`src/rtl/snake_if.sv`:
```
// snake_if: key, scan-pixel and game-status signals between the snake controller and its host
interface snake_if;
    logic        key_up, key_down, key_left, key_right, key_start;
    logic [10:0] pixel_xpos, pixel_ypos;
    logic [9:0]  box_x, box_y;
    logic        snack_r;
    logic [7:0]  score;
    logic        game_over;
    modport master (
        output key_up, key_down, key_left, key_right, key_start, pixel_xpos, pixel_ypos,
        input  box_x, box_y, snack_r, score, game_over
    );
    modport slave (
        input  key_up, key_down, key_left, key_right, key_start, pixel_xpos, pixel_ypos,
        output box_x, box_y, snack_r, score, game_over
    );
endinterface

```
`src/rtl/snake_ctrl.sv`:
```
// snake_ctrl: 36x36 snake game controller with tick-paced movement, collisions, food and body pixel hit
module snake_ctrl #(
    parameter int STEP_DIV = 4_000_000,
    parameter int MAX_LEN  = 16,
    parameter int INIT_LEN = 3
) (
    input  logic   vga_clk,
    input  logic   sys_rst_n,
    snake_if.slave bus
);
    localparam int CW = $clog2(STEP_DIV);
    localparam int LW = $clog2(MAX_LEN + 1);
    typedef enum logic [1:0] {IDLE, PLAY, OVER} state_t;
    typedef enum logic [1:0] {D_UP, D_DOWN, D_LEFT, D_RIGHT} dir_t;
    state_t        state_q, state_d;
    dir_t          dir_q, dir_d, pend_q, pend_d, req;
    logic [CW-1:0] cnt_q, cnt_d;
    logic [LW-1:0] len_q, len_d;
    logic [7:0]    score_q, score_d;
    logic [5:0]    fx_q, fx_d, fy_q, fy_d, rx, ry, cx, cy;
    logic [5:0]    sx_q [MAX_LEN];
    logic [5:0]    sx_d [MAX_LEN];
    logic [5:0]    sy_q [MAX_LEN];
    logic [5:0]    sy_d [MAX_LEN];
    logic [15:0]   lfsr_q;
    logic [10:0]   dx, dy;
    logic [6:0]    nx, ny;
    logic          reloc_q, reloc_d, snack_q, go_q, hit, self_hit, wall, eat, tick, req_v, in_area;

    assign req_v = bus.key_up | bus.key_down | bus.key_left | bus.key_right;
    assign req   = bus.key_up ? D_UP : bus.key_down ? D_DOWN : bus.key_left ? D_LEFT : D_RIGHT;
    assign tick  = state_q == PLAY && cnt_q == CW'(STEP_DIV - 1);
    // the step uses the pending direction so a turn takes effect on the very tick that applies it
    assign nx    = {1'b0, sx_q[0]} + (pend_q == D_RIGHT ? 7'd1 : pend_q == D_LEFT ? 7'h7F : 7'd0);
    assign ny    = {1'b0, sy_q[0]} + (pend_q == D_DOWN ? 7'd1 : pend_q == D_UP ? 7'h7F : 7'd0);
    assign wall  = nx > 7'd35 || ny > 7'd35;
    assign eat   = nx[5:0] == fx_q && ny[5:0] == fy_q;
    assign rx    = lfsr_q[5:0] >= 6'd36 ? lfsr_q[5:0] - 6'd36 : lfsr_q[5:0];
    assign ry    = lfsr_q[11:6] >= 6'd36 ? lfsr_q[11:6] - 6'd36 : lfsr_q[11:6];
    assign dx    = bus.pixel_xpos - 11'd12;
    assign dy    = bus.pixel_ypos - 11'd12;
    assign cx    = 6'(dx >> 4);
    assign cy    = 6'(dy >> 4);
    assign in_area = bus.pixel_xpos >= 11'd12 && bus.pixel_xpos <= 11'd587 &&
                     bus.pixel_ypos >= 11'd12 && bus.pixel_ypos <= 11'd587 &&
                     dx[3:0] != 4'd0 && dx[3:0] != 4'hF && dy[3:0] != 4'd0 && dy[3:0] != 4'hF;

    always_comb begin
        self_hit = 1'b0;
        hit      = 1'b0;
        for (int i = 0; i < MAX_LEN; i++) begin
            self_hit = self_hit | (i + 1 < int'(len_q) && {1'b0, sx_q[i]} == nx && {1'b0, sy_q[i]} == ny);
            hit      = hit | (i < int'(len_q) && sx_q[i] == cx && sy_q[i] == cy);
        end
        hit = hit & in_area;
    end

    always_comb begin
        state_d = state_q;
        cnt_d   = cnt_q;
        dir_d   = dir_q;
        pend_d  = pend_q;
        len_d   = len_q;
        score_d = score_q;
        fx_d    = reloc_q ? rx : fx_q;
        fy_d    = reloc_q ? ry : fy_q;
        reloc_d = 1'b0;
        sx_d    = sx_q;
        sy_d    = sy_q;
        if (state_q != OVER && req_v && req != dir_t'(dir_q ^ 2'b01))
            pend_d = req;
        if (state_q == IDLE && bus.key_start) begin
            state_d = PLAY;
            cnt_d   = '0;
        end else if (state_q == OVER && bus.key_start) begin
            state_d = IDLE;
            cnt_d   = '0;
            dir_d   = D_RIGHT;
            pend_d  = D_RIGHT;
            len_d   = LW'(INIT_LEN);
            score_d = 8'd0;
            fx_d    = 6'd27;
            fy_d    = 6'd18;
            for (int i = 0; i < MAX_LEN; i++) begin
                sx_d[i] = 6'(18 - i);
                sy_d[i] = 6'd18;
            end
        end else if (state_q == PLAY) begin
            cnt_d = tick ? '0 : cnt_q + CW'(1);
            if (tick) begin
                dir_d = pend_q;
                if (wall || self_hit) begin
                    state_d = OVER;
                end else begin
                    for (int i = MAX_LEN - 1; i > 0; i--) begin
                        sx_d[i] = sx_q[i-1];
                        sy_d[i] = sy_q[i-1];
                    end
                    sx_d[0] = nx[5:0];
                    sy_d[0] = ny[5:0];
                    if (eat) begin
                        len_d   = len_q != LW'(MAX_LEN) ? len_q + LW'(1) : len_q;
                        score_d = score_q != 8'hFF ? score_q + 8'd1 : score_q;
                        reloc_d = 1'b1;
                    end
                end
            end
        end
    end

    always_ff @(posedge vga_clk or negedge sys_rst_n) begin
        if (!sys_rst_n) begin
            state_q <= IDLE;
            cnt_q   <= '0;
            dir_q   <= D_RIGHT;
            pend_q  <= D_RIGHT;
            len_q   <= LW'(INIT_LEN);
            score_q <= 8'd0;
            fx_q    <= 6'd27;
            fy_q    <= 6'd18;
            reloc_q <= 1'b0;
            snack_q <= 1'b0;
            go_q    <= 1'b0;
            lfsr_q  <= 16'hACE1;
            for (int i = 0; i < MAX_LEN; i++) begin
                sx_q[i] <= 6'(18 - i);
                sy_q[i] <= 6'd18;
            end
        end else begin
            state_q <= state_d;
            cnt_q   <= cnt_d;
            dir_q   <= dir_d;
            pend_q  <= pend_d;
            len_q   <= len_d;
            score_q <= score_d;
            fx_q    <= fx_d;
            fy_q    <= fy_d;
            reloc_q <= reloc_d;
            snack_q <= hit;
            go_q    <= state_d == OVER;
            lfsr_q  <= {lfsr_q[0] ^ lfsr_q[2] ^ lfsr_q[3] ^ lfsr_q[5], lfsr_q[15:1]};
            sx_q    <= sx_d;
            sy_q    <= sy_d;
        end
    end

    // food origin is 16*f+9, which is just f with 4'b1001 appended
    assign bus.box_x     = {fx_q, 4'b1001};
    assign bus.box_y     = {fy_q, 4'b1001};
    assign bus.snack_r   = snack_q;
    assign bus.score     = score_q;
    assign bus.game_over = go_q;
endmodule
```
`src/flat_wrapper.sv`:
```
// flat-port wrapper written by rule: the top's interface ports become plain ports
module snake_ctrl_flat 
#(
    parameter int STEP_DIV = 4_000_000,
    parameter int MAX_LEN  = 16,
    parameter int INIT_LEN = 3
)
  (vga_clk, sys_rst_n, bus_key_up, bus_key_down, bus_key_left, bus_key_right, bus_key_start, bus_pixel_xpos, bus_pixel_ypos, bus_box_x, bus_box_y, bus_snack_r, bus_score, bus_game_over);
  snake_if bus_i ();
  input  logic vga_clk;
  input  logic sys_rst_n;
  input wire logic [$bits(bus_i.key_up)-1:0] bus_key_up;
  input wire logic [$bits(bus_i.key_down)-1:0] bus_key_down;
  input wire logic [$bits(bus_i.key_left)-1:0] bus_key_left;
  input wire logic [$bits(bus_i.key_right)-1:0] bus_key_right;
  input wire logic [$bits(bus_i.key_start)-1:0] bus_key_start;
  input wire logic [$bits(bus_i.pixel_xpos)-1:0] bus_pixel_xpos;
  input wire logic [$bits(bus_i.pixel_ypos)-1:0] bus_pixel_ypos;
  output wire logic [$bits(bus_i.box_x)-1:0] bus_box_x;
  output wire logic [$bits(bus_i.box_y)-1:0] bus_box_y;
  output wire logic [$bits(bus_i.snack_r)-1:0] bus_snack_r;
  output wire logic [$bits(bus_i.score)-1:0] bus_score;
  output wire logic [$bits(bus_i.game_over)-1:0] bus_game_over;
  assign bus_i.key_up = bus_key_up;
  assign bus_i.key_down = bus_key_down;
  assign bus_i.key_left = bus_key_left;
  assign bus_i.key_right = bus_key_right;
  assign bus_i.key_start = bus_key_start;
  assign bus_i.pixel_xpos = bus_pixel_xpos;
  assign bus_i.pixel_ypos = bus_pixel_ypos;
  assign bus_box_x = bus_i.box_x;
  assign bus_box_y = bus_i.box_y;
  assign bus_snack_r = bus_i.snack_r;
  assign bus_score = bus_i.score;
  assign bus_game_over = bus_i.game_over;
  snake_ctrl #(.STEP_DIV(STEP_DIV), .MAX_LEN(MAX_LEN), .INIT_LEN(INIT_LEN)) u_core (.vga_clk(vga_clk), .sys_rst_n(sys_rst_n), .bus(bus_i));
endmodule
```
`config.mk`:
```
export PLATFORM = sky130hd
export DESIGN_NAME = snake_ctrl_flat
export DESIGN_NICKNAME = d
export VERILOG_FILES = /design/src/rtl/snake_if.sv /design/src/rtl/snake_ctrl.sv /design/src/flat_wrapper.sv
export SDC_FILE = /design/constraint.sdc
export NUM_CORES = 1
export LEC_CHECK = 0
export ABC_CLOCK_PERIOD_IN_PS = 5300
export BUFFER_PORTS_ARGS = -buffer_cell sky130_fd_sc_hd__buf_2
export CAP_MARGIN = 20
export CORE_ASPECT_RATIO = 0.5
export CORE_MARGIN = 4
export CORE_UTILIZATION = 46
export CTS_BUF_LIST = sky130_fd_sc_hd__clkbuf_8
export DETAILED_ROUTE_END_ITERATION = 7
export SYNTH_ARGS = -nofsm -noshare
export SYNTH_HDL_FRONTEND = slang
export SYNTH_SLANG_ARGS = --single-unit
```
`constraint.sdc`:
```
create_clock -name vga_clk -period 5.3 [get_ports vga_clk]
set_input_delay 1.06 -clock vga_clk [delete_from_list [all_inputs] [get_ports vga_clk]]
set_output_delay 1.06 -clock vga_clk [all_outputs]
set_load 0.01 [all_outputs]
```
==> Implementation_results.wiki, run 1 <==
{| class="wikitable"
! Metric !! Value
|-
| Worst r2r src || u_core.pend_q[1]
|-
| Max Clock Skew || 0.0369 ns
|-
| Total internal power || 4.64 mW
|-
| Global-route wire length before repair || 107000 um
|-
| Worst hold margin || 0.363 ns
|-
| Compound-cell area share of the yosys netlist || 0.138
|-
| Synth unique cells || 90
|-
| Pin count of the biggest net entering global routing || 112
|-
| Routed metal-1 wire length || 33300 um
|-
| Global placer's final weighted congestion || 1.03
|-
| Synthesized cell area || 19500 um^2
|-
| Fraction of power consumed by the clock network || 0.229
|-
| Maximum ir drop on the vdd rail || 215 uV
|-
| MaxCap Viol Count || 0
|-
| WP data required || 5.76 ns
|-
| Via count of the first global-routing pass || 16300
|-
| LEAKAGE || 8.70 nW
|-
| Top sig layer || met5
|-
| Net switching power || 3.30 mW
|-
| DR vias/cell || 6.08
|-
| Average size of a mapped cell || 8.46 um^2
|-
| Core Rows || 53
|-
| Clock transition at path regs || 0.07 ns
|-
| Post-detailed-placement cell area || 20600 um^2
|-
| Instance count along the most critical hold path || 0
|-
| Count of final setup violators || 0
|-
| Routed WL per cell || 24.4 um
|-
| Number of CTS-inserted buffers || 42
|-
| Flip-flop and latch area || 6720 um^2
|-
| Number of antenna repair diodes || 0
|-
| Post-synthesis to final-layout area growth || 9.94%
|-
| Power share of the combinational group || 0.392
|-
| Final hold violation count || 0
|-
| Post-synthesis share of cell area spent on xor and xnor gates || 0.223
|-
| Proportion of synthesized flip-flops having asynchronous set or reset || 1.00
|-
| Worst-case hold path end point || u_core.lfsr_q[11]
|-
| Root Driver || sky130_fd_sc_hd__clkbuf_8
|-
| Multi-input logic area || 12000 um^2
|-
| Final design area excluding fillers || 21500 um^2
|-
| Number of enable flip-flop cells after synthesis || 0
|-
| Number of sinks driven by the clock tree || 264
|-
| Number of cell instances on the worst register-to-register path || 14
|-
| Ports || 59
|-
| Simple-gate share of the synthesized area || 0.231
|-
| Reg2reg end || u_core.sx_q[85]
|-
| Switching part of the total || 0.415
|-
| Worst R2R Setup Slack || 0.23 ns
|-
| Final antenna-violating net count || 0
|-
| Die width || 300 um
|-
| Time the worst path needs with I/O delays and setup || 5.07 ns
|-
| Cell family with the largest share of critical-path delay || simple AND/OR/NAND/NOR gates
|-
| Buffers added on ports || 50
|-
| Final clock period utilization by the worst path || 0.956
|-
| Adder-Cell Fraction of Synth Area || 0.00768
|-
| Initial core utilization || 0.466
|-
| Routed wire length || 71200 um
|-
| Critical Path AT || 5.53 ns
|-
| Warnings, synthesis || 0
|-
| Outcome || finished, final reports clean
|-
| Count of filler cells inserted in the layout || 3949
|-
| Register share of total power || 0.379
|-
| Worst setup EP type || flop
|-
| Overall track demand over capacity in global routing || 0.303
|-
| Clk_lat worst skew || 0.60 ns
|-
| Standard cell with the maximum stage delay on the critical path || sky130_fd_sc_hd__dfstp_2
|-
| WL met2 || 28100 um
|-
| CTS H-tree lvls || 2
|-
| Buffers from clock root to sink, at most || 3
|-
| Floorplan die height || 154 um
|-
| Setup TNS || 0 ns
|-
| Worst slew margin relative to its limit || 0.324
|-
| Multiplexer share of the synthesized area || 0.00775
|-
| Final worst-path setup slack || 0.231 ns
|-
| Leading cell type in the layout, fill and taps excluded || sky130_fd_sc_hd__nand2_1
|-
| WP buf/inv || 2
|-
| Placed cells || 2846
|-
| Crit-path max cell delay || 0.73 ns
|-
| Fraction of the yosys area taken by sequential cells || 0.344
|-
| Overall power consumption || 7.94 mW
|-
| TritonRoute pass-1 iters || 5
|-
| Max Fanout on Critical Path || 66
|-
| Max-slew violations || 0
|-
| Core area || 42000 um^2
|-
| Kind of start point of the critical path || flop
|-
| DR vias || 17800
|-
| Aggregate global routing overflow || 0
|-
| Pre-CTS setup slack || 0.182 ns
|-
| Final nets || 2355
|-
| Main combinational cell family by area after synthesis || simple AND/OR/NAND/NOR gates
|-
| Unrepaired setup endpoints after global routing || no
|-
| Most frequent cells in the layout || sky130_fd_sc_hd__nand2_1 (400), sky130_fd_sc_hd__o21ai_0 (254), sky130_fd_sc_hd__xnor2_1 (216), sky130_fd_sc_hd__dfrtp_1 (177), sky130_fd_sc_hd__xor2_1 (147)
|-
| CTS tree || built
|-
| Fin cells || 2923
|-
| Worst hold start || u_core.lfsr_q[12]
|-
| Detail Placement HPWL || 51800 um
|-
| Hold crit path type || flop to flop
|-
| Critical path type || flop to flop
|-
| Final core occ || 0.512
|-
| Maximum clock rate || 0.197 GHz
|-
| Die area || 46100 um^2
|-
| WL met3 || 8190 um
|-
| DRC violations left || 0
|-
| Count of routing violations after the opening detailed-route iteration || 2140
|-
| Post-synthesis instance total || 2311
|-
| Register bit count reported by yosys || 264
|-
| Initial antenna violation count || 6
|-
| Ys flop type || sky130_fd_sc_hd__dfrtp_1
|-
| Worst path cell trace || ha_1 -> ha_2 -> nor2_1 -> mux2i_2 -> buf_4 -> xnor3_1 -> nand3_1 -> a2111oi_0 -> and4_1 -> a311oi_2 -> nand4_1 -> nor4_4 -> buf_12 -> o21ai_0
|-
| Slew of the pin with the lowest slew margin || 1.00 ns
|-
| Share of post-route cells with drive strength above 1 || 0.144
|-
| P per Cell Area || 370 nW/um^2
|}
==> power groups by stage <==
| stage | Combinational [mW] | Sequential [mW] | Clock (mW) |
|---|---|---|---|
| 4_1_cts | 3.03 | 2.98 | 1.86 |
| 2_1_floorplan | 2.24 | 2.68 | 0 |
| 6_report | 3.12 | 3.01 | 1.82 |
| 5_1_grt | 3.34 | 3.05 | 1.95 |
| 3_3_place_gp | 2.98 | 3.01 | 0 |
| 3_5_place_dp | 3.01 | 3.01 | 0 |
==> how the worst max path moves through the flow <==
stage                                 from         endpoint  slack (ns)  cells past startpoint
final                     u_core.pend_q[1]  u_core.sx_q[85]        0.23                     14
after global routing      u_core.pend_q[1]  u_core.sy_q[39]        0.05                     15
after CTS                 u_core.pend_q[1]  u_core.sx_q[93]        0.14                     13
after detailed placement  u_core.pend_q[1]  u_core.sx_q[93]        0.18                     13
after global placement    u_core.pend_q[1]  u_core.sx_q[93]        0.18                     13
after floorplan           u_core.pend_q[1]  u_core.sy_q[95]        0.69                     20
==> worst register-to-register path, delay by kind of cell, from the launching register on <==
kind | cells | cell delay (ns)
adder cells (fa/ha/maj) | 2 | 0.80
buffers and inverters | 2 | 0.68
flip-flops | 1 | 0.73
XOR/XNOR | 1 | 0.27
multiplexers | 1 | 0.34
AO/OA/AOI/OAI | 3 | 0.83
AND/OR/NAND/NOR | 5 | 1.28
==> repair_timing <==
item | 4_1_cts | 5_1_grt
resized for setup | 0 | 4
setup endpoints to repair | 0 | 88
hold buffers | 0 | 0
setup buffers | 0 | 0
==> flip-flops by register name, indices dropped and copies added (netlist names), 2 cells and up <==
register          flops
u_core.bus.score      8
u_core.cnt_q         22
u_core.dir_q          2
u_core.fx_q           6
u_core.fy_q           6
u_core.len_q          5
u_core.lfsr_q        16
u_core.pend_q         2
u_core.state_q        2
u_core.sx_q          96
u_core.sy_q          96
==> layout make-up <==
class                      instances  share of cell area
timing repair buffer             145              0.0500
inverter                          26             0.00454
multi-input combinational       1835               0.561
sequential                       264               0.313
clock buffer                      47              0.0301
clock inverter                    29             0.00862
tap                              577              0.0336
==> cell families (layout without fill, tap and decap cells) <==
kind of cell               after synthesis  count (layout)
AOI/OAI and AO/OA                      446             446
buffers and inverters                  219             247
xor gates and xnor gates               422             422
other                                    2               8
DFF                                    264             264
muxes                                   15              15
adders and majority gates               12              12
and+or+nand+nor                        931             932
==> cells in the mapped netlist, drive strengths merged (7+ instances only) <==
| cell type | number | share of area |
|---|---|---|
| and2 | 8 | 0.0026 |
| or3 | 24 | 0.0077 |
| dfrtp | 177 | 0.23 |
| nor3 | 56 | 0.014 |
| nand2 | 401 | 0.077 |
| a21oi | 42 | 0.011 |
| clkbuf | 128 | 0.025 |
| o31ai | 11 | 0.0042 |
| nand4 | 46 | 0.015 |
| xnor3 | 44 | 0.051 |
| xnor2 | 228 | 0.10 |
| nor3b | 8 | 0.0031 |
| nand4b | 8 | 0.0036 |
| xor2 | 150 | 0.067 |
| or4 | 26 | 0.010 |
| nand3 | 68 | 0.018 |
| o21ai | 264 | 0.068 |
| a211oi | 13 | 0.0050 |
| dfstp | 87 | 0.12 |
| nor2b | 7 | 0.0022 |
| a21o | 8 | 0.0031 |
| buf | 65 | 0.019 |
| inv | 24 | 0.0046 |
| ha | 12 | 0.0077 |
| a2111oi | 10 | 0.0045 |
| o2111ai | 10 | 0.0045 |
| o311ai | 8 | 0.0036 |
| mux2i | 14 | 0.0072 |
| nor2 | 143 | 0.028 |
| o211ai | 9 | 0.0037 |
| a22oi | 8 | 0.0031 |
| a31oi | 10 | 0.0032 |
| and3 | 23 | 0.0074 |
| nand3b | 14 | 0.0054 |
| nor4 | 56 | 0.019 |
| nand2b | 10 | 0.0032 |
==> routing by layer <==
metal | vias to the layer above | GRT usage
met3 | 139 | 0.0937
met4 | 6 | 0.0584
li1 | 8031 | -
met5 | - | 0
met2 | 831 | 0.418
met1 | 8755 | 0.466
Note: power is estimated with default switching activity, not from simulation.
==> run 2: changes to the inputs <==
--- a/config.mk
+++ b/config.mk
@@ -7,3 +7,3 @@
 export LEC_CHECK = 0
-export ABC_CLOCK_PERIOD_IN_PS = 5300
+export ABC_CLOCK_PERIOD_IN_PS = 6000
 export BUFFER_PORTS_ARGS = -buffer_cell sky130_fd_sc_hd__buf_2
==> constraint.sdc (replaced) <==
create_clock -name vga_clk -period 6 [get_ports vga_clk]
set_input_delay 1.2 -clock vga_clk [delete_from_list [all_inputs] [get_ports vga_clk]]
set_output_delay 1.2 -clock vga_clk [all_outputs]
set_load 0.05 [all_outputs]
==> Implementation_results.wiki, run 2 (synthesis gave the netlist of run 1 again) <==
{| class="wikitable"
! Metric !! Value
|-
| Via count of the first global-routing pass || 16300
|-
| Net switching power || 3.00 mW
|-
| Final hold violation count || 0
|-
| Die width || 300 um
|-
| Worst path cell trace || nand2b_1 -> xnor2_1 -> ha_1 -> nand3b_1 -> o211a_1 -> xnor2_1 -> buf_4 -> xnor2_1 -> nor4_1 -> a22oi_1 -> and4_1 -> nand4_2 -> or4_1 -> a21oi_1
|-
| CTS hold repair buffers || 0
|-
| Routed wire length || 70900 um
|-
| Slew of the pin with the lowest slew margin || 1.16 ns
|-
| Cell family with the largest share of critical-path delay || simple AND/OR/NAND/NOR gates
|-
| Core area || 42000 um^2
|-
| Clk_lat worst skew || 0.63 ns
|-
| Routed WL per cell || 24.5 um
|-
| Global placer's final weighted congestion || 1.01
|-
| Maximum clock rate || 0.178 GHz
|-
| Buffers added on ports || 50
|-
| P per Cell Area || 335 nW/um^2
|-
| CTS H-tree lvls || 2
|-
| Worst slew margin relative to its limit || 0.218
|-
| Max-slew violations || 0
|-
| Initial core utilization || 0.466
|-
| Critical path type || flop to flop
|-
| Clock transition at path regs || 0.06 ns
|-
| LEAKAGE || 8.55 nW
|-
| Buffers from clock root to sink, at most || 3
|-
| DRC violations left || 0
|-
| Critical Path AT || 6.16 ns
|-
| Post-CTS Setup Bufs || 0
|-
| Detail Placement HPWL || 51200 um
|-
| Kind of start point of the critical path || flop
|-
| Global-route wire length before repair || 107000 um
|-
| Post-synthesis to final-layout area growth || 8.67%
|-
| Outcome || finished, final reports clean
|-
| Aggregate global routing overflow || 0
|-
| Final clock period utilization by the worst path || 0.936
|-
| WP data required || 6.54 ns
|-
| Worst hold margin || 0.357 ns
|-
| DR vias || 17400
|-
| Time the worst path needs with I/O delays and setup || 5.61 ns
|-
| Number of sinks driven by the clock tree || 264
|-
| Final core occ || 0.506
|-
| Number of CTS-inserted buffers || 42
|-
| Ports || 59
|-
| Overall track demand over capacity in global routing || 0.304
|-
| Maximum ir drop on the vdd rail || 223 uV
|-
| Max Clock Skew || 0.0632 ns
|-
| Power share of the combinational group || 0.391
|-
| Core Rows || 53
|-
| Number of antenna repair diodes || 0
|-
| Root Driver || sky130_fd_sc_hd__clkbuf_8
|-
| Max Fanout on Critical Path || 27
|-
| Final antenna-violating net count || 0
|-
| Largest registers in the final layout || u_core.sx_q: 96 flops, u_core.sy_q: 96 flops, u_core.cnt_q: 22 flops
|-
| Crit-path max cell delay || 0.74 ns
|-
| TritonRoute pass-1 iters || 8
|-
| Floorplan die height || 154 um
|-
| WP buf/inv || 1
|-
| Fraction of power consumed by the clock network || 0.232
|-
| Count of final setup violators || 0
|-
| Setup TNS || 0 ns
|-
| Final nets || 2324
|-
| Initial antenna violation count || 2
|-
| Most frequent cells in the layout || sky130_fd_sc_hd__nand2_1 (400), sky130_fd_sc_hd__o21ai_0 (254), sky130_fd_sc_hd__xnor2_1 (217), sky130_fd_sc_hd__dfrtp_1 (177), sky130_fd_sc_hd__xor2_1 (147)
|-
| Count of routing violations after the opening detailed-route iteration || 2241
|-
| Standard cell with the maximum stage delay on the critical path || sky130_fd_sc_hd__or4_1
|-
| Share of post-route cells with drive strength above 1 || 0.132
|-
| CTS tree || built
|-
| Overall power consumption || 7.11 mW
|-
| Register share of total power || 0.377
|-
| Most used cell along the critical path || sky130_fd_sc_hd__xnor2_1
|-
| Die area || 46100 um^2
|-
| Pin count of the biggest net entering global routing || 95
|-
| MaxCap Viol Count || 0
|-
| Hold crit path type || flop to flop
|-
| Worst setup EP type || flop
|-
| DR vias/cell || 6.02
|-
| Total internal power || 4.11 mW
|-
| Switching part of the total || 0.422
|-
| Unrepaired setup endpoints after global routing || no
|-
| Count of cells resized by post-cts repair || 0
|-
| Leading cell type in the layout, fill and taps excluded || sky130_fd_sc_hd__nand2_1
|}
run 2: cell types whose count changed in the layout (fill, tap and decap cells not counted), sizes merged:
| cell | delta |
|---|---|
| clkbuf | +3 |
| clkinv | -1 |
| inv | -2 |
| buf | -30 |
| clkinvlp | +1 |
| and4 | -1 |
run 2: final timing paths:
check                                   from                   to  slack [ns]  cells past startpoint
max                         u_core.pend_q[0]  u_core.bus.score[4]        0.39                     14
min                        u_core.lfsr_q[12]    u_core.lfsr_q[11]        0.36                      0
max reg2reg                 u_core.pend_q[0]  u_core.bus.score[4]        0.39                     14
min reg2reg                u_core.lfsr_q[12]    u_core.lfsr_q[11]        0.36                      0
max in group asynchronous          sys_rst_n     u_core.lfsr_q[4]        4.32                      2
min in group asynchronous          sys_rst_n     u_core.cnt_q[13]        0.51                      1
run 2: power groups by stage:
| stage | clock network [mW] | logic [mW] | registers [mW] |
|---|---|---|---|
| 2_1_floorplan | 0 | 1.98 | 2.44 |
| 3_3_place_gp | 0 | 2.68 | 2.68 |
| 3_5_place_dp | 0 | 2.69 | 2.67 |
| 4_1_cts | 1.70 | 2.71 | 2.65 |
| 5_1_grt | 1.78 | 2.97 | 2.71 |
| 6_report | 1.65 | 2.78 | 2.68 |
run 2: worst register-to-register path, delay by kind of cell, from the launching register on:
family	cells	cell delay, ns
AO/OA/AOI/OAI	3	0.81
XOR/XNOR	3	0.93
adder cells (fa/ha/maj)	1	0.37
buffers and inverters	1	0.31
flip-flops	1	0.69
AND/OR/NAND/NOR	6	2.44
run 2: cell type report:
cell class,instances,area (um^2)
multi-input combinational,1834,12000
clock buffer,50,688
clock inverter,27,193
timing repair buffer,115,818
inverter,26,97.6
tap,577,722
sequential,264,6720
fill,4048,20700
run 2: stage by stage:
step / setup slack [ns] / cell area (um^2) / std cells
final: 0.386 / 21200 / 2893
after global routing: 0.123 / 21200 / 2893
after CTS: 0.505 / 21200 / 2892
after detailed placement: 0.557 / 20300 / 2815
after global placement: 0.610 / 20300 / 2815
after floorplan: 1.39 / 19600 / 2317
run 2: routing by layer:
layer | GRT usage | wire length, um | up-vias
met2 | 0.413 | 27700 | 746
li1 | - | - | 7960
met3 | 0.107 | 8620 | 98
met4 | 0.0550 | 1240 | 2
met1 | 0.466 | 33300 | 8600
met5 | 0 | 13 | -
==> run 3: changes to the inputs <==
Settings changed: ABC_AREA set to 1, ABC_CLOCK_PERIOD_IN_PS 6000 to 5100.
Clock period 6 ns to 5.1 ns, I/O delays scaled along.
==> Implementation_results.wiki, run 3 <==
{| class="wikitable"
! Metric !! Value
|-
| Most frequent cells in the layout || sky130_fd_sc_hd__nand2_1 (634), sky130_fd_sc_hd__nor2_1 (442), sky130_fd_sc_hd__inv_1 (319), sky130_fd_sc_hd__nand3_1 (224), sky130_fd_sc_hd__dfrtp_1 (177)
|-
| WP data required || 5.63 ns
|-
| Register bit count reported by yosys || 264
|-
| Core area || 38900 um^2
|-
| Core Rows || 51
|-
| Routed wire length || 66800 um
|-
| CTS hold repair buffers || 0
|-
| Number of enable flip-flop cells after synthesis || 0
|-
| Largest area contributor in the netlist || sky130_fd_sc_hd__dfrtp_1
|-
| LEAKAGE || 10.0 nW
|-
| Leading cell type in the layout, fill and taps excluded || sky130_fd_sc_hd__nand2_1
|-
| Post-CTS Setup Bufs || 0
|-
| Critical Path AT || 5.33 ns
|-
| Worst hold start || u_core.lfsr_q[12]
|-
| Routed WL per cell || 20.5 um
|-
| Average size of a mapped cell || 6.85 um^2
|-
| Pin count of the biggest net entering global routing || 100
|-
| Initial antenna violation count || 1
|-
| WP buf/inv || 2
|-
| P per Cell Area || 275 nW/um^2
|-
| Worst R2R Setup Slack || 0.30 ns
|-
| Number of antenna repair diodes || 0
|-
| Overall track demand over capacity in global routing || 0.309
|-
| Via count of the first global-routing pass || 16600
|-
| Root Driver || sky130_fd_sc_hd__clkbuf_8
|-
| Ports || 59
|-
| Largest registers in the final layout || u_core.sx_q: 96 flops, u_core.sy_q: 96 flops, u_core.cnt_q: 22 flops
|-
| Most used cell along the critical path || sky130_fd_sc_hd__nand2_1
|-
| Maximum clock rate || 0.208 GHz
|-
| Max Fanout on Critical Path || 13
|-
| Setup TNS || 0 ns
|-
| Worst slew margin relative to its limit || 0.251
|-
| Worst path cell trace || nor2_2 -> nand2_1 -> nand2_1 -> inv_1 -> ha_1 -> buf_4 -> xnor2_1 -> nand3_1 -> nor2_1 -> nand3_1 -> nor2_1 -> nand2_1 -> nor2_1 -> nand3_1 -> nor2_1 -> nor2_1 -> nand2_1 -> nor2_1 -> nand2_1 -> nand2_1 -> nand3_1 -> nand2_1 -> nand2_1
|-
| DRC violations left || 0
|-
| Clock transition at path regs || 0.07 ns
|-
| Die width || 289 um
|-
| Count of final setup violators || 0
|-
| Synthesized cell area || 18100 um^2
|-
| Outcome || finished, final reports clean
|-
| Cell with the most instances after synthesis || sky130_fd_sc_hd__nand2_1
|-
| Max Clock Skew || 0.0319 ns
|-
| Final antenna-violating net count || 0
|-
| Final clock period utilization by the worst path || 0.941
|-
| Global placer's final weighted congestion || 0.998
|-
| Instance count along the most critical hold path || 0
|-
| Fraction of the yosys area taken by sequential cells || 0.371
|-
| Count of cells resized by post-cts repair || 0
|-
| Reg2reg end || u_core.len_q[2]
|-
| Share of post-route cells with drive strength above 1 || 0.108
|-
| Buffers from clock root to sink, at most || 3
|-
| Crit-path max cell delay || 0.75 ns
|-
| DR vias || 18100
|-
| DR vias/cell || 5.55
|-
| Die area || 42800 um^2
|-
| Global-route wire length before repair || 101000 um
|-
| Cell family with the largest share of critical-path delay || simple AND/OR/NAND/NOR gates
|-
| Top cell type's share of synthesized area || 0.245
|-
| Initial core utilization || 0.466
|-
| Maximum ir drop on the vdd rail || 181 uV
|-
| Worst-case hold path end point || u_core.lfsr_q[11]
|-
| Max-slew violations || 0
|-
| Worst hold margin || 0.351 ns
|-
| Final nets || 2731
|-
| Critical path type || flop to flop
|-
| Aggregate global routing overflow || 0
|-
| Area contributors post-synth || sky130_fd_sc_hd__dfrtp_1 (24%), sky130_fd_sc_hd__nand2_1 (13%), sky130_fd_sc_hd__dfstp_2 (13%), sky130_fd_sc_hd__nor2_1 (9.2%), sky130_fd_sc_hd__inv_1 (6.4%)
|-
| Detail Placement HPWL || 46900 um
|-
| Post-synthesis to final-layout area growth || 9.81%
|-
| Ys flop type || sky130_fd_sc_hd__dfrtp_1
|-
| Proportion of synthesized flip-flops having asynchronous set or reset || 1.00
|-
| CTS H-tree lvls || 2
|-
| Count of routing violations after the opening detailed-route iteration || 1926
|-
| Worst setup EP type || flop
|-
| Standard cell with the maximum stage delay on the critical path || sky130_fd_sc_hd__ha_1
|-
| Floorplan die height || 148 um
|-
| Synth unique cells || 45
|-
| Critical path startpoint || u_core.pend_q[1]
|-
| Time the worst path needs with I/O delays and setup || 4.80 ns
|-
| Count of filler cells inserted in the layout || 3952
|-
| Leading cell types by count after synthesis || sky130_fd_sc_hd__nand2_1 (634), sky130_fd_sc_hd__nor2_1 (442), sky130_fd_sc_hd__inv_1 (307)
|-
| Number of cell instances on the worst register-to-register path || 23
|-
| Post-synthesis instance total || 2644
|-
| MaxCap Viol Count || 0
|-
| TritonRoute pass-1 iters || 6
|-
| Buffers added on ports || 50
|-
| Number of sinks driven by the clock tree || 264
|-
| Clk_lat worst skew || 0.62 ns
|-
| Worst r2r src || u_core.pend_q[1]
|-
| Slew of the pin with the lowest slew margin || 1.12 ns
|-
| Final hold violation count || 0
|-
| Hold crit path type || flop to flop
|-
| Warnings, synthesis || 0
|-
| Number of CTS-inserted buffers || 46
|-
| Kind of start point of the critical path || flop
|-
| CTS tree || built
|-
| Unrepaired setup endpoints after global routing || no
|}
-- run 3: cell types whose count changed in the layout (fill, tap and decap cells not counted), moves of 26 or more --
cell	previous run	this run
sky130_fd_sc_hd__nor4_1	54	9
sky130_fd_sc_hd__nand3_1	67	224
sky130_fd_sc_hd__o21ai_1	10	71
sky130_fd_sc_hd__xnor2_1	217	41
sky130_fd_sc_hd__nor2_1	139	442
sky130_fd_sc_hd__o22ai_1	4	50
sky130_fd_sc_hd__xnor3_1	44	0
sky130_fd_sc_hd__nand2_1	400	634
sky130_fd_sc_hd__nor3_1	56	30
sky130_fd_sc_hd__o21ai_0	254	105
sky130_fd_sc_hd__inv_1	41	319
-- run 3: cell families (layout without fill, tap and decap cells) --
family,count (synthesis),in the layout,synth area share
compound gates,338,338,0.108
xor+xnor,170,170,0.0822
fa+ha+maj,12,12,0.00829
buf+inv,428,502,0.101
flops,264,264,0.371
other cells,2,8,0.000415
simple gates,1430,1430,0.330
-- run 3: final cells by class --
class | count | area [um^2] | area share
Inverter | 313 | 1180 | 0.0593
Tap cell | 530 | 663 | 0.0334
Clock buffer | 58 | 798 | 0.0401
Timing Repair Buffer | 107 | 763 | 0.0384
Clock inverter | 24 | 164 | 0.00824
Sequential cell | 264 | 6720 | 0.338
Multi-Input combinational cell | 1958 | 9600 | 0.483
-- run 3: how the worst max path moves through the flow --
stage / end / slack (ns) / cells past startpoint
after floorplan: u_core.sy_q[87] / 1.58 / 28
after global placement: u_core.len_q[2] / 0.68 / 23
after CTS: u_core.sy_q[92] / 0.51 / 23
after global routing: u_core.len_q[4] / 0.07 / 23
after detailed placement: u_core.len_q[2] / 0.54 / 23
final: u_core.len_q[2] / 0.30 / 23
-- run 3: power by group --
group | switching [mW] | internal, mW
logic | 0.913 | 0.320
registers | 0.00298 | 2.10
clock network | 0.994 | 1.13
-- run 3: per-stage QoR --
stage	utilization	setup WS [ns]	power (mW)	std cells	instance area (um^2)
3_5_place_dp	0.487	0.543	3.32	3172	18900
6_report	0.512	0.300	5.46	3254	19900
5_1_grt	0.512	0.0682	5.68	3254	19900
3_3_place_gp	0.487	0.676	3.31	3172	18900
2_1_floorplan	-	1.58	2.88	2650	18100
4_1_cts	0.512	0.510	5.44	3254	19900
-- run 3: metal layers --
layer,share of wire,global-route usage,wire length [um]
met5,0,0,0
met4,0.022,0.0707,1480
met3,0.12,0.111,8340
met2,0.39,0.424,26300
met1,0.46,0.461,30700
-- run 3: worst reg2reg max path, stage by stage, from the launching register on --
cell                      delay, ns
sky130_fd_sc_hd__dfstp_2       0.43
sky130_fd_sc_hd__nor2_2        0.42
sky130_fd_sc_hd__nand2_1       0.21
sky130_fd_sc_hd__nand2_1       0.12
sky130_fd_sc_hd__inv_1         0.06
sky130_fd_sc_hd__ha_1          0.75
sky130_fd_sc_hd__buf_4         0.29
sky130_fd_sc_hd__xnor2_1       0.14
sky130_fd_sc_hd__nand3_1       0.09
sky130_fd_sc_hd__nor2_1        0.19
sky130_fd_sc_hd__nand3_1       0.10
sky130_fd_sc_hd__nor2_1        0.29
sky130_fd_sc_hd__nand2_1       0.10
sky130_fd_sc_hd__nor2_1        0.14
sky130_fd_sc_hd__nand3_1       0.08
sky130_fd_sc_hd__nor2_1        0.14
sky130_fd_sc_hd__nor2_1        0.06
sky130_fd_sc_hd__nand2_1       0.06
sky130_fd_sc_hd__nor2_1        0.04
sky130_fd_sc_hd__nand2_1       0.28
sky130_fd_sc_hd__nand2_1       0.37
sky130_fd_sc_hd__nand3_1       0.23
sky130_fd_sc_hd__nand2_1       0.07
sky130_fd_sc_hd__nand2_1       0.07
